`src/rtl/rv32_pkg.sv`:
```
// Shared RV32I definitions: opcodes, immediate formats and the ID/EX payload.
package rv32_pkg;

    localparam int unsigned XLEN   = 32;
    localparam int unsigned REG_AW = 5;

    localparam logic [6:0] OP_R      = 7'b0110011;
    localparam logic [6:0] OP_IMM    = 7'b0010011;
    localparam logic [6:0] OP_LOAD   = 7'b0000011;
    localparam logic [6:0] OP_STORE  = 7'b0100011;
    localparam logic [6:0] OP_BRANCH = 7'b1100011;
    localparam logic [6:0] OP_JAL    = 7'b1101111;
    localparam logic [6:0] OP_JALR   = 7'b1100111;
    localparam logic [6:0] OP_LUI    = 7'b0110111;
    localparam logic [6:0] OP_AUIPC  = 7'b0010111;

    typedef enum logic [2:0] {
        IMM_NONE,
        IMM_I,
        IMM_S,
        IMM_B,
        IMM_U,
        IMM_J
    } imm_fmt_e;

    typedef struct packed {
        logic              valid;
        logic [XLEN-1:0]   pc;
        logic [XLEN-1:0]   rs1_data;
        logic [XLEN-1:0]   rs2_data;
        logic [XLEN-1:0]   imm;
        logic [REG_AW-1:0] rs1;
        logic [REG_AW-1:0] rs2;
        logic [REG_AW-1:0] rd;
        logic [6:0]        opcode;
        logic [2:0]        funct3;
        logic              funct7b5;
        logic              regwrite;
        logic              memread;
        logic              memwrite;
    } idex_t;

    function automatic imm_fmt_e imm_fmt(input logic [6:0] opcode);
        case (opcode)
            OP_IMM, OP_LOAD, OP_JALR: return IMM_I;
            OP_STORE:                 return IMM_S;
            OP_BRANCH:                return IMM_B;
            OP_LUI, OP_AUIPC:         return IMM_U;
            OP_JAL:                   return IMM_J;
            default:                  return IMM_NONE;
        endcase
    endfunction

endpackage

```
`src/rtl/decode_stage_if.sv`:
```
// Decode-stage bus: IF/ID inputs, register file port, writeback bypass and ID/EX outputs.
interface decode_stage_if;
    import rv32_pkg::*;

    logic [31:0]       IF_INSTR;
    logic [XLEN-1:0]   IF_PC;
    logic              IF_VALID;
    logic              FLUSH;
    logic [REG_AW-1:0] RF_OUT1ADDR;
    logic [REG_AW-1:0] RF_OUT2ADDR;
    logic [XLEN-1:0]   RF_OUT1;
    logic [XLEN-1:0]   RF_OUT2;
    logic              WB_WRITE;
    logic [REG_AW-1:0] WB_ADDR;
    logic [XLEN-1:0]   WB_DATA;
    logic              STALL;
    logic              EX_VALID;
    logic [XLEN-1:0]   EX_PC;
    logic [XLEN-1:0]   EX_RS1DATA;
    logic [XLEN-1:0]   EX_RS2DATA;
    logic [XLEN-1:0]   EX_IMM;
    logic [REG_AW-1:0] EX_RS1;
    logic [REG_AW-1:0] EX_RS2;
    logic [REG_AW-1:0] EX_RD;
    logic [6:0]        EX_OPCODE;
    logic [2:0]        EX_FUNCT3;
    logic              EX_FUNCT7B5;
    logic              EX_REGWRITE;
    logic              EX_MEMREAD;
    logic              EX_MEMWRITE;

    modport master (
        output IF_INSTR, IF_PC, IF_VALID, FLUSH, RF_OUT1, RF_OUT2,
               WB_WRITE, WB_ADDR, WB_DATA,
        input  RF_OUT1ADDR, RF_OUT2ADDR, STALL, EX_VALID, EX_PC, EX_RS1DATA,
               EX_RS2DATA, EX_IMM, EX_RS1, EX_RS2, EX_RD, EX_OPCODE, EX_FUNCT3,
               EX_FUNCT7B5, EX_REGWRITE, EX_MEMREAD, EX_MEMWRITE
    );

    modport slave (
        input  IF_INSTR, IF_PC, IF_VALID, FLUSH, RF_OUT1, RF_OUT2,
               WB_WRITE, WB_ADDR, WB_DATA,
        output RF_OUT1ADDR, RF_OUT2ADDR, STALL, EX_VALID, EX_PC, EX_RS1DATA,
               EX_RS2DATA, EX_IMM, EX_RS1, EX_RS2, EX_RD, EX_OPCODE, EX_FUNCT3,
               EX_FUNCT7B5, EX_REGWRITE, EX_MEMREAD, EX_MEMWRITE
    );

endinterface

```
`src/rtl/imm_gen.sv`:
```
// Combinational RV32I immediate generator; R-type and unknown opcodes yield zero.
module imm_gen
    import rv32_pkg::*;
(
    input  logic [31:0]     instr,
    output logic [XLEN-1:0] imm_c
);

    always_comb begin
        imm_c = '0;
        case (imm_fmt(instr[6:0]))
            IMM_I:   imm_c = {{20{instr[31]}}, instr[31:20]};
            IMM_S:   imm_c = {{20{instr[31]}}, instr[31:25], instr[11:7]};
            IMM_B:   imm_c = {{19{instr[31]}}, instr[31], instr[7], instr[30:25], instr[11:8], 1'b0};
            IMM_U:   imm_c = {instr[31:12], 12'b0};
            IMM_J:   imm_c = {{11{instr[31]}}, instr[31], instr[19:12], instr[20], instr[30:21], 1'b0};
            default: imm_c = '0;
        endcase
    end

endmodule

```
`src/rtl/decode_stage.sv`:
```
// RV32I ID stage: operand fetch with writeback bypass, immediates, load-use stall, ID/EX register.
module decode_stage
    import rv32_pkg::*;
#(
    parameter logic [31:0] NOP_INSTR = 32'h0000_0013
) (
    input logic           CLK,
    input logic           RESET,
    decode_stage_if.slave bus
);

    logic [6:0]        opcode;
    logic [REG_AW-1:0] rs1;
    logic [REG_AW-1:0] rs2;
    logic [REG_AW-1:0] rd;
    logic [XLEN-1:0]   imm_c;
    logic              rs1_used_c;
    logic              rs2_used_c;
    logic              writes_rd_c;
    logic              live_c;
    logic              hazard_c;
    logic              stall_c;
    idex_t             idex_d;
    idex_t             idex_q;

    assign opcode = bus.IF_INSTR[6:0];
    assign rd     = bus.IF_INSTR[11:7];
    assign rs1    = bus.IF_INSTR[19:15];
    assign rs2    = bus.IF_INSTR[24:20];

    assign bus.RF_OUT1ADDR = rs1;
    assign bus.RF_OUT2ADDR = rs2;

    imm_gen u_imm_gen (
        .instr (bus.IF_INSTR),
        .imm_c (imm_c)
    );

    // x0 reads as zero, then a write landing this edge overrides the stale file data.
    function automatic logic [XLEN-1:0] pick_operand(
        input logic [REG_AW-1:0] addr,
        input logic [XLEN-1:0]   rf_data,
        input logic              wb_write,
        input logic [REG_AW-1:0] wb_addr,
        input logic [XLEN-1:0]   wb_data
    );
        if (addr == REG_AW'(0))                 return '0;
        else if (wb_write && (wb_addr == addr)) return wb_data;
        else                                    return rf_data;
    endfunction

    always_comb begin
        rs1_used_c  = 1'b0;
        rs2_used_c  = 1'b0;
        writes_rd_c = 1'b0;
        case (opcode)
            OP_R: begin
                rs1_used_c  = 1'b1;
                rs2_used_c  = 1'b1;
                writes_rd_c = 1'b1;
            end
            OP_IMM, OP_LOAD, OP_JALR: begin
                rs1_used_c  = 1'b1;
                writes_rd_c = 1'b1;
            end
            OP_STORE, OP_BRANCH: begin
                rs1_used_c  = 1'b1;
                rs2_used_c  = 1'b1;
            end
            OP_LUI, OP_AUIPC, OP_JAL: writes_rd_c = 1'b1;
            default: ;
        endcase
    end

    // Load in EX whose destination is a source this instruction actually reads.
    assign hazard_c = idex_q.valid && idex_q.memread && (idex_q.rd != REG_AW'(0)) && bus.IF_VALID &&
                      ((rs1_used_c && (rs1 == idex_q.rd)) || (rs2_used_c && (rs2 == idex_q.rd)));
    assign stall_c  = hazard_c && !bus.FLUSH;
    assign bus.STALL = stall_c;

    assign live_c = bus.IF_VALID && (bus.IF_INSTR != NOP_INSTR);

    always_comb begin
        idex_d = '0;
        if (!bus.FLUSH && !stall_c) begin
            idex_d.valid    = bus.IF_VALID;
            idex_d.pc       = bus.IF_PC;
            idex_d.rs1_data = pick_operand(rs1, bus.RF_OUT1, bus.WB_WRITE, bus.WB_ADDR, bus.WB_DATA);
            idex_d.rs2_data = pick_operand(rs2, bus.RF_OUT2, bus.WB_WRITE, bus.WB_ADDR, bus.WB_DATA);
            idex_d.imm      = imm_c;
            idex_d.rs1      = rs1;
            idex_d.rs2      = rs2;
            idex_d.rd       = rd;
            idex_d.opcode   = opcode;
            idex_d.funct3   = bus.IF_INSTR[14:12];
            idex_d.funct7b5 = bus.IF_INSTR[30];
            idex_d.regwrite = live_c && writes_rd_c && (rd != REG_AW'(0));
            idex_d.memread  = live_c && (opcode == OP_LOAD);
            idex_d.memwrite = live_c && (opcode == OP_STORE);
        end
    end

    always_ff @(posedge CLK) begin
        if (RESET) idex_q <= '0;
        else       idex_q <= idex_d;
    end

    assign bus.EX_VALID    = idex_q.valid;
    assign bus.EX_PC       = idex_q.pc;
    assign bus.EX_RS1DATA  = idex_q.rs1_data;
    assign bus.EX_RS2DATA  = idex_q.rs2_data;
    assign bus.EX_IMM      = idex_q.imm;
    assign bus.EX_RS1      = idex_q.rs1;
    assign bus.EX_RS2      = idex_q.rs2;
    assign bus.EX_RD       = idex_q.rd;
    assign bus.EX_OPCODE   = idex_q.opcode;
    assign bus.EX_FUNCT3   = idex_q.funct3;
    assign bus.EX_FUNCT7B5 = idex_q.funct7b5;
    assign bus.EX_REGWRITE = idex_q.regwrite;
    assign bus.EX_MEMREAD  = idex_q.memread;
    assign bus.EX_MEMWRITE = idex_q.memwrite;

endmodule

```
`src/flat_wrapper.sv`:
```
// flat-port wrapper written by rule: the top's interface ports become plain ports
module decode_stage_flat import rv32_pkg::*;
#(
    parameter logic [31:0] NOP_INSTR = 32'h0000_0013
)
  (CLK, RESET, bus_IF_INSTR, bus_IF_PC, bus_IF_VALID, bus_FLUSH, bus_RF_OUT1, bus_RF_OUT2, bus_WB_WRITE, bus_WB_ADDR, bus_WB_DATA, bus_RF_OUT1ADDR, bus_RF_OUT2ADDR, bus_STALL, bus_EX_VALID, bus_EX_PC, bus_EX_RS1DATA, bus_EX_RS2DATA, bus_EX_IMM, bus_EX_RS1, bus_EX_RS2, bus_EX_RD, bus_EX_OPCODE, bus_EX_FUNCT3, bus_EX_FUNCT7B5, bus_EX_REGWRITE, bus_EX_MEMREAD, bus_EX_MEMWRITE);
  decode_stage_if bus_i ();
  input logic CLK;
  input logic RESET;
  input wire logic [$bits(bus_i.IF_INSTR)-1:0] bus_IF_INSTR;
  input wire logic [$bits(bus_i.IF_PC)-1:0] bus_IF_PC;
  input wire logic [$bits(bus_i.IF_VALID)-1:0] bus_IF_VALID;
  input wire logic [$bits(bus_i.FLUSH)-1:0] bus_FLUSH;
  input wire logic [$bits(bus_i.RF_OUT1)-1:0] bus_RF_OUT1;
  input wire logic [$bits(bus_i.RF_OUT2)-1:0] bus_RF_OUT2;
  input wire logic [$bits(bus_i.WB_WRITE)-1:0] bus_WB_WRITE;
  input wire logic [$bits(bus_i.WB_ADDR)-1:0] bus_WB_ADDR;
  input wire logic [$bits(bus_i.WB_DATA)-1:0] bus_WB_DATA;
  output wire logic [$bits(bus_i.RF_OUT1ADDR)-1:0] bus_RF_OUT1ADDR;
  output wire logic [$bits(bus_i.RF_OUT2ADDR)-1:0] bus_RF_OUT2ADDR;
  output wire logic [$bits(bus_i.STALL)-1:0] bus_STALL;
  output wire logic [$bits(bus_i.EX_VALID)-1:0] bus_EX_VALID;
  output wire logic [$bits(bus_i.EX_PC)-1:0] bus_EX_PC;
  output wire logic [$bits(bus_i.EX_RS1DATA)-1:0] bus_EX_RS1DATA;
  output wire logic [$bits(bus_i.EX_RS2DATA)-1:0] bus_EX_RS2DATA;
  output wire logic [$bits(bus_i.EX_IMM)-1:0] bus_EX_IMM;
  output wire logic [$bits(bus_i.EX_RS1)-1:0] bus_EX_RS1;
  output wire logic [$bits(bus_i.EX_RS2)-1:0] bus_EX_RS2;
  output wire logic [$bits(bus_i.EX_RD)-1:0] bus_EX_RD;
  output wire logic [$bits(bus_i.EX_OPCODE)-1:0] bus_EX_OPCODE;
  output wire logic [$bits(bus_i.EX_FUNCT3)-1:0] bus_EX_FUNCT3;
  output wire logic [$bits(bus_i.EX_FUNCT7B5)-1:0] bus_EX_FUNCT7B5;
  output wire logic [$bits(bus_i.EX_REGWRITE)-1:0] bus_EX_REGWRITE;
  output wire logic [$bits(bus_i.EX_MEMREAD)-1:0] bus_EX_MEMREAD;
  output wire logic [$bits(bus_i.EX_MEMWRITE)-1:0] bus_EX_MEMWRITE;
  assign bus_i.IF_INSTR = bus_IF_INSTR;
  assign bus_i.IF_PC = bus_IF_PC;
  assign bus_i.IF_VALID = bus_IF_VALID;
  assign bus_i.FLUSH = bus_FLUSH;
  assign bus_i.RF_OUT1 = bus_RF_OUT1;
  assign bus_i.RF_OUT2 = bus_RF_OUT2;
  assign bus_i.WB_WRITE = bus_WB_WRITE;
  assign bus_i.WB_ADDR = bus_WB_ADDR;
  assign bus_i.WB_DATA = bus_WB_DATA;
  assign bus_RF_OUT1ADDR = bus_i.RF_OUT1ADDR;
  assign bus_RF_OUT2ADDR = bus_i.RF_OUT2ADDR;
  assign bus_STALL = bus_i.STALL;
  assign bus_EX_VALID = bus_i.EX_VALID;
  assign bus_EX_PC = bus_i.EX_PC;
  assign bus_EX_RS1DATA = bus_i.EX_RS1DATA;
  assign bus_EX_RS2DATA = bus_i.EX_RS2DATA;
  assign bus_EX_IMM = bus_i.EX_IMM;
  assign bus_EX_RS1 = bus_i.EX_RS1;
  assign bus_EX_RS2 = bus_i.EX_RS2;
  assign bus_EX_RD = bus_i.EX_RD;
  assign bus_EX_OPCODE = bus_i.EX_OPCODE;
  assign bus_EX_FUNCT3 = bus_i.EX_FUNCT3;
  assign bus_EX_FUNCT7B5 = bus_i.EX_FUNCT7B5;
  assign bus_EX_REGWRITE = bus_i.EX_REGWRITE;
  assign bus_EX_MEMREAD = bus_i.EX_MEMREAD;
  assign bus_EX_MEMWRITE = bus_i.EX_MEMWRITE;
  decode_stage #(.NOP_INSTR(NOP_INSTR)) u_core (.CLK(CLK), .RESET(RESET), .bus(bus_i));
endmodule
```
`config.mk`:
```
export PLATFORM = sky130hd
export DESIGN_NAME = decode_stage_flat
export DESIGN_NICKNAME = d
export VERILOG_FILES = /design/src/rtl/rv32_pkg.sv /design/src/rtl/decode_stage_if.sv /design/src/rtl/imm_gen.sv /design/src/rtl/decode_stage.sv /design/src/flat_wrapper.sv
export SDC_FILE = /design/constraint.sdc
export NUM_CORES = 1
export LEC_CHECK = 0
export CAP_MARGIN = 10
export CORE_AREA = 2 2 133 135
export DETAILED_ROUTE_END_ITERATION = 12
export DIE_AREA = 0 0 135 137
export PLACE_DENSITY = 0.88
export SKIP_CTS_REPAIR_TIMING = 1
export SYNTH_ARGS = -nofsm -noshare
export SYNTH_HDL_FRONTEND = slang
export SYNTH_SLANG_ARGS = --single-unit
export TNS_END_PERCENT = 10
```
`constraint.sdc`:
```
create_clock -name CLK -period 2.55 [get_ports CLK]
set_input_delay 0.51 -clock CLK [delete_from_list [all_inputs] [get_ports CLK]]
set_output_delay 0.51 -clock CLK [all_outputs]
set_load 0.02 [all_outputs]
```
======== Yosys cells after proc, flatten, opt, wreduce, memory -nomap -nowiden ========
Cells that the tools add are included.
Widths: inputs -> output; s select.
storage, ports and cells
  bits in registers ....................... 158
  output and inout port bits .............. 169
operators by class
  equality and inequality tests ........... 19
  muxes and demuxes ....................... 7
  bitwise logic cells ..................... 1
  reduce and logical (&&, ||, !) cells .... 30
operators with widths
  kind                 number
  $pmux 32 s5          1
  $mux 32              2
  $ne 32x5->1 const B  1
  $eq 7x6->1 const B   3
  $eq 7x7->1 const B   3
  $eq 5x5->1           4
  $logic_and 1x1->1    15
  $pmux 3 s5           1
  $eq 7x5->1 const B   2
  $reduce_or 3->1      4
  $logic_not 5->1      2
  $reduce_bool 5->1    2
  $eq 7x2->1 const B   1
  $reduce_or 7->1      1
  $eq 3x2->1 const B   2
  $eq 3x3->1 const B   2
  $reduce_or 6->1      1
  $reduce_or 2->1      2
  $eq 3x1->1 const B   1
  $mux 1               3
  $logic_not 1->1      2
  $logic_or 1x1->1     1
  $not 1->1            1

======== Depth between registers and ports, before layout ========
Gate-level depths: netlist of run 1.
  word-level depth ........................ 11
  gate-level depth with buffers ........... 8
  depth with buffers taken out ............ 5

======== Hierarchy ========
From an unflattened synthesis of run 1, not the netlist that was laid out.
unflattened totals
  cells, all modules ...................... 561
  area total of the unflattened synthesis .. 6092.1 um^2
modules (own cells, without submodules)
  module        instances  cells each  area an instance (um^2)
  decode_stage  1          485         5601.6
  imm_gen       1          76          490.5

======== Least setup slack after synthesis of run 1 ========
OpenSTA, ideal clock, no wires.
  path kind ............................... input port to output port
  start point ............................. input port bus_IF_INSTR[20]
  end point ............................... output port bus_STALL
  arrival ................................. 1.769 ns
  data required time ...................... 2.040 ns
  slack ................................... 0.271 ns
  cell stages on the path ................. 7
  path through ............................ buf_2 > xor2_1 > nor4_1 > nand3_1 > a21o_1 > buf_2 > nor2_1
between the ends
  cells in the longest elaborated chain, start to end .. 5
ends and longest elaborated chain
  what                RTL line            source
  start: declaration  flat_wrapper.sv:10  input wire logic [$bits(bus_i.IF_INSTR)-1:0] bus_IF_INSTR;
  $eq 5x5->1          decode_stage.sv:77  ((rs1_used_c && (rs1 == idex_q.rd)) || (rs2_used_c && (rs2 == idex_q.rd)));
  $logic_and 1x1->1   decode_stage.sv:77
  $logic_or 1x1->1    decode_stage.sv:77
  $logic_and 1x1->1   decode_stage.sv:76  assign hazard_c = idex_q.valid && idex_q.memread && (idex_q.rd != REG_AW'(0)) && bus.IF_VALID &&
  $logic_and 1x1->1   decode_stage.sv:78  assign stall_c = hazard_c && !bus.FLUSH;
  end: declaration    flat_wrapper.sv:21  output wire logic [$bits(bus_i.STALL)-1:0] bus_STALL;
No other way between the ends.

======== Final worst setup path of run 1 ========
  start point ............................. input port bus_IF_INSTR[24]
  end point ............................... output port bus_STALL
Same word-level chain as after synthesis.

==> out/metrics.yaml, run 1 <==
hold_end: "u_core.bus.EX_OPCODE[4]$_SDFF_PP0_"
synthTopCellsByCount: "dfxtp_1 (158), and3_1 (119), nor2_1 (80)"
dieWidth_um: 135
syn_avg_cell_area_um2: 9.06
detail-route-antenna-nets: 0
yosys_warnings: 0
ys.flop_type: "dfxtp_1"
violations: "negative setup slack"
io_buffers: 338
grt.total_usage_pct: 25.2
synth_top_family_by_area: "simple AND/OR/NAND/NOR gates"
cts-root-buf: "clkbuf_16"
start_util_pct: 36.9
synth.most_common_cell: "dfxtp_1"
slew_headroom_pct: 69.5
design_area_um2: 10800
vias_per_cell: 5.18
r2r_end: "u_core.bus.EX_PC[15]$_SDFF_PP0_"
cp_num_buf_inv: 2
fin_crit_ps: 2580
clk_latency_ps: 420
clock_skew_ps: 8.30
row_count: 48
worstSetupEndpointType: "output port"
antenna_cells: 0
r2r_cells: 5
syn-num-nets: 865
drive_gt1_share_pct: 10.6
fmax_mhz: 388
maxSlewViolCount: 0
drt_wl_total_um: 24600
regToRegStartpoint: "u_core.bus.EX_RD[0]$_SDFF_PP0_"
async_flop_share_pct: 0
ios: 339
synth_compound_area_share_pct: 16.5
die_h_um: 137
syn_area_um2: 6300
synth_xor_area_share_pct: 2.78
finalPower_mw: 5.99
die_area_um2: 18500
cts_tree: "done"
placed_area_um2: 10100
antenna_found_initial: 1
netlist.area_leader.share_pct: 50.2
multi_input_area_um2: 2850
synth.yosys.seq_area_share_pct: 50.2
p_leak_nw: 4.65
hold_path_class: "in -> reg"
tightest_slew_ps: 453
finalCritPeriodShare_pct: 101
maxCapViolCount: 0
n_fill_cell: 1346
core_um2: 17100
crit_family: "buffers and inverters"
grt_max_degree: 64
gp_congestion: 0.897
syn_inst: 695
path_class: "in -> out"
min_path_cells: 2
synth_largest_area_cell: "dfxtp_1"
cts_buffers: 17
hold_violations: 0
whs_ps: 537
cts_max_level: 4
wl_per_cell_um: 19.4
min_from: "bus_IF_INSTR[4]"
slowest_delay_ps: 500
drcViolationCount: 0
seqCellArea_um2: 3170
reg2reg_slack_ps: 450
cp_data_arrival_time_ps: 2070
yosys.area_share.adder_pct: 0
nets: 1201
crit_fanout: 2
syn2layout_area_growth_pct: 71.4
grt_pass1_vias: 6522
synth_mux_area_share_pct: 0.676
hpwl_um: 17800
ys_ff_latch: 158
worst_slack_ps: -26.2
synth.area.top_cells: "dfxtp_1 (50%), and3_1 (12%), a21boi_0 (7.4%)"
crit_slowest_cell: "clkdlybuf4s50_1"
clkTransAtPathRegs_ps: 70
synthSimpleGateAreaFrac_pct: 24.0
cts.path.max_buffers: 2
drtIter0Drc: 527
synth_edf_count: 0
status: "finished, violations left"
max-vdd-ir-drop_mv: 0.424
setup-violations-final: 1
startpoint_type: "primary input"
grt_pass1_wl_um: 35100
synth.distinct_cells: 45
firstDrtPassIters: 5
cts.sinks: 158
crit_required_ps: 2040
overflow: 0
crit_chain: "clkdlybuf4s50_1, xor2_1, nor4_2, nand3_1, a21o_1, nor2_1, buf_4"
powerDensity_nw_per_um2: 555
num_vias: 6565
==> cells by family (layout without fill, tap and decap cells) <==
family,count (synthesis),after routing
compound gates,166,166
xor+xnor,20,20
buf+inv,77,425
flops,158,158
mux,4,4
simple gates,270,270
==> per-layer routing <==
layer  global-route usage (%)  up-vias  part of all wire, %
li1                         -     3081                    -
met1                     25.4     3045                   36
met2                     46.0      384                   51
met3                     9.59       53                   10
met4                     11.5        2                  3.2
met5                        0        -                0.053
==> state kept, by name, summed over array words and instances (netlist names) <==
name and flops:
u_core.bus.EX_FUNCT3 3, u_core.bus.EX_FUNCT7B5 1, u_core.bus.EX_IMM 32, u_core.bus.EX_MEMREAD 1, u_core.bus.EX_MEMWRITE 1, u_core.bus.EX_OPCODE 7
u_core.bus.EX_PC 32, u_core.bus.EX_RD 5, u_core.bus.EX_REGWRITE 1, u_core.bus.EX_RS1 5, u_core.bus.EX_RS1DATA 32, u_core.bus.EX_RS2 5
u_core.bus.EX_RS2DATA 32, u_core.bus.EX_VALID 1
==> power by group <==
part	leakage (nW)	switching, mW	internal, mW
logic	3.10	0.476	0.540
registers	1.29	0.0292	2.55
clock network	0.262	1.08	1.32
total	4.65	1.58	4.41
==> worst register-to-register path, cell delays in order, from the launching register on <==
cell and delay [ps]:
dfxtp_2 380, or4_1 560, o2111ai_2 270, a21o_1 150
buf_4 410, and3_1 270
==> how the worst max path moves through the flow <==
stage | endpoint | startpoint | slack (ps) | depth (start not counted)
3_3_place_gp | bus_STALL | bus_IF_INSTR[0] | -590 | 7
3_5_place_dp | bus_STALL | bus_IF_INSTR[0] | -650 | 7
6_report | bus_STALL | bus_IF_INSTR[24] | -30 | 7
5_1_grt | bus_STALL | bus_IF_INSTR[24] | -70 | 7
4_1_cts | bus_STALL | bus_IF_INSTR[0] | -670 | 7
2_1_floorplan | bus_STALL | bus_IF_INSTR[20] | 270 | 7
==> cell type report <==
cell class	count	share of cell area (%)
clock buffer	19	4.20
clock inverter	12	0.939
inverter	3	0.104
multi-input combinational	460	26.4
sequential	158	29.3
tap	225	2.61
timing repair buffer	391	36.4
==> cells in the final DEF, fill, tap and decap left out, drive strengths merged, types with 5 or more instances in the layout <==
master and n:
clkdlybuf4s50 324, dfxtp 158, and3 119, nor2 80, o21ai 65, a21boi 62
buf 54, nor3 31, a21oi 26, clkbuf 19, xor2 16, dlymetal6s2s 13
nand3 9, inv 8, nor4 7, nand2 5
==> per-stage QoR <==
stage	util [%]	instances	setup slack (ps)	setup TNS [ps]
floorplan	-	695	271	0
global placement	59.5	1237	-595	-595
detailed placement	59.5	1237	-652	-3610
CTS	62.7	1268	-670	-670
global route	63.3	1268	-69.9	-69.9
finish	63.3	1268	-26.2	-26.2
Note: power is estimated with default switching activity, not from simulation.
==> inputs of run 2 (changes only) <==
Settings changed: GPL_ROUTABILITY_DRIVEN set to 0.
==> results of run 2 <==
No change in the layout: final DEF, timing and power equal those of run 1.
==> inputs of run 3 (changes only) <==
Settings changed: CORE_AREA 2 2 133 135 to unset, CORE_ASPECT_RATIO set to 1.2, CORE_MARGIN set to 2, CORE_UTILIZATION set to 37, DIE_AREA 0 0 135 137 to unset.
==> run 3 against run 2 <==
Compared with the run above:
- the flow still finishes with violations (negative setup slack)
- clock power grew 8.3%
- critical path depth is the same
- first-iteration DRC count shrank 35%
- combinational power hardly changed
- global-route usage grew 0.17 points
- worst setup slack got worse by 4.4 ps
- largest cell class unchanged
- sequential power barely moved
- highest routed layer is now met4
- largest power group is now clock
==> out/metrics.yaml, run 3 (synthesized netlist as in run 1, its figures left out) <==
setup-violations-final: 1  # unchanged
hold_violations: 0  # unchanged
clock_skew_ps: 11.9  # +3.61 ps
drt_wl_total_um: 23700  # -3.6%
cts.path.max_buffers: 2  # unchanged
grt_pass1_wl_um: 35000  # -0.33%
whs_ps: 515  # -21.7 ps
drcViolationCount: 0  # unchanged
wl_per_cell_um: 18.9  # -2.6%
violations: "negative setup slack"
firstDrtPassIters: 4  # -1
max-vdd-ir-drop_mv: 0.362  # -15%
slew_headroom_pct: 68.7  # -0.80 points
worstSetupEndpointType: "output port"
crit_chain: "xor2_1, nor4_4, nand3_1, a21o_1, nor2_2, buf_4, buf_12"
drtIter0Drc: 342  # -35%
die_h_um: 147  # +7.2%
worst_slack_ps: -30.6  # -4.37 ps
overflow: 0  # unchanged
design_area_um2: 10900  # +0.56%
path_class: "reg -> out"
cts_max_level: 4  # unchanged
drive_gt1_share_pct: 10.4  # -0.22 points
finalCritPeriodShare_pct: 101  # +0.17 points
rsz0062_at_grt: "yes"
grt_pass1_vias: 6478  # -0.67%
hold_path_class: "in -> reg"
detail-route-antenna-nets: 0  # unchanged
crit_fanout: 3  # +1
start_util_pct: 37.5  # +0.59 points
crit_required_ps: 2040  # about the same
setup_tns_ps: -30.6  # -4.37 ps
antenna_found_initial: 2  # +1
dieWidth_um: 123  # -8.8%
slowest_delay_ps: 450  # -50 ps
maxSlewViolCount: 0  # unchanged
die_area_um2: 18100  # -2.2%
grt.total_usage_pct: 25.3  # +0.17 points
detailedPlace.worstSlack_ps: -362  # +290 ps
grt_max_degree: 64  # unchanged
clkTransAtPathRegs_ps: 70  # about the same
io_buffers: 338  # unchanged
p_leak_nw: 4.67  # +0.40%
fin_crit_ps: 2580  # +4.37 ps
cts_tree: "done"
syn2layout_area_growth_pct: 72.4
cp_data_arrival_time_ps: 2070  # about the same
num_vias: 6470  # -1.4%
cts_buffers: 17  # unchanged
clk_latency_ps: 420  # about the same
ios: 339  # unchanged
finalPower_mw: 6.19  # +3.3%
tightest_slew_ps: 464  # +11.8 ps
layout_common_cells: "clkdlybuf4s50_1 (322), dfxtp_1 (155), and3_1 (119)"
row_count: 52  # +8.3%
fmax_mhz: 388  # -0.17%
nets: 1194  # -0.58%
cts-root-buf: "clkbuf_16"
cp_num_buf_inv: 2  # unchanged
final_common_cell: "clkdlybuf4s50_1"
crit_family: "simple AND/OR/NAND/NOR gates"
maxCapViolCount: 0  # unchanged
crit_slowest_cell: "dfxtp_1"
startpoint_type: "flip-flop"
core_um2: 16800  # -1.6%
powerDensity_nw_per_um2: 570  # +2.7%
vias_per_cell: 5.16  # -0.43%
status: "finished, violations left"
hpwl_um: 17300  # -2.8%
placed_area_um2: 10100  # -0.38%
cts.sinks: 158  # unchanged
[run 3: cell count changes in the layout (fill, tap and decap cells not counted), moves of 3 or more]
| cell | change |
|---|---|
| diode_2 | +3 |
| buf_4 | -8 |
| clkinvlp_4 | -3 |
| buf_12 | +3 |
[run 3: metal layers]
| metal | vias to the layer above | track usage [%] | routed length (µm) |
|---|---|---|---|
| met5 | - | 0 | 0 |
| met4 | 0 | 11.3 | 873 |
| met1 | 2997 | 25.9 | 8240 |
| li1 | 3079 | - | - |
| met2 | 335 | 45.2 | 12200 |
| met3 | 59 | 9.55 | 2300 |
[run 3: path summary, 6_finish.rpt]
path                            cells after the start                              endpoint                           start  slack, ps
worst max-delay path                                7                             bus_STALL  u_core.bus.EX_RD[2]$_SDFF_PP0_        -30
worst min-delay path                                3    u_core.bus.EX_OPCODE[3]$_SDFF_PP0_                 bus_IF_INSTR[3]        510
worst max register to register                      5       u_core.bus.EX_RS1[4]$_SDFF_PP0_  u_core.bus.EX_RD[0]$_SDFF_PP0_        530
worst min register to register                      5  u_core.bus.EX_RS1DATA[17]$_SDFF_PP0_  u_core.bus.EX_VALID$_SDFF_PP0_        900
[run 3: report_power, final]
group	switching, mW	leakage, nW	total (mW)	internal, mW
logic	0.470	3.08	1.01	0.538
registers	0.0309	1.29	2.58	2.55
clock network	1.12	0.293	2.60	1.48
total	1.62	4.67	6.19	4.57
[run 3: worst reg2reg max path: cells and delay by family, from the launching register on]
| family | cells | cell delay (ps) |
|---|---|---|
| and+or+nand+nor | 2 | 810 |
| buffers and inverters | 1 | 400 |
| AOI/OAI and AO/OA | 2 | 370 |
| DFF | 1 | 380 |
[run 3: area by class of cell]
cell class	instances	area [µm²]
timing repair buffer	384	3910
multi-input combinational	460	2890
sequential	158	3170
clock inverter	14	175
antenna	3	7.51
inverter	3	11.3
clock buffer	17	425
fill	1311	5930
tap	216	270
[run 3: per-stage QoR]
stage	utilization, %	std cells
after floorplan	-	695
after global placement	60.2	1220
after detailed placement	60.2	1220
after CTS	63.8	1251
after global routing	64.6	1253
final	64.7	1255
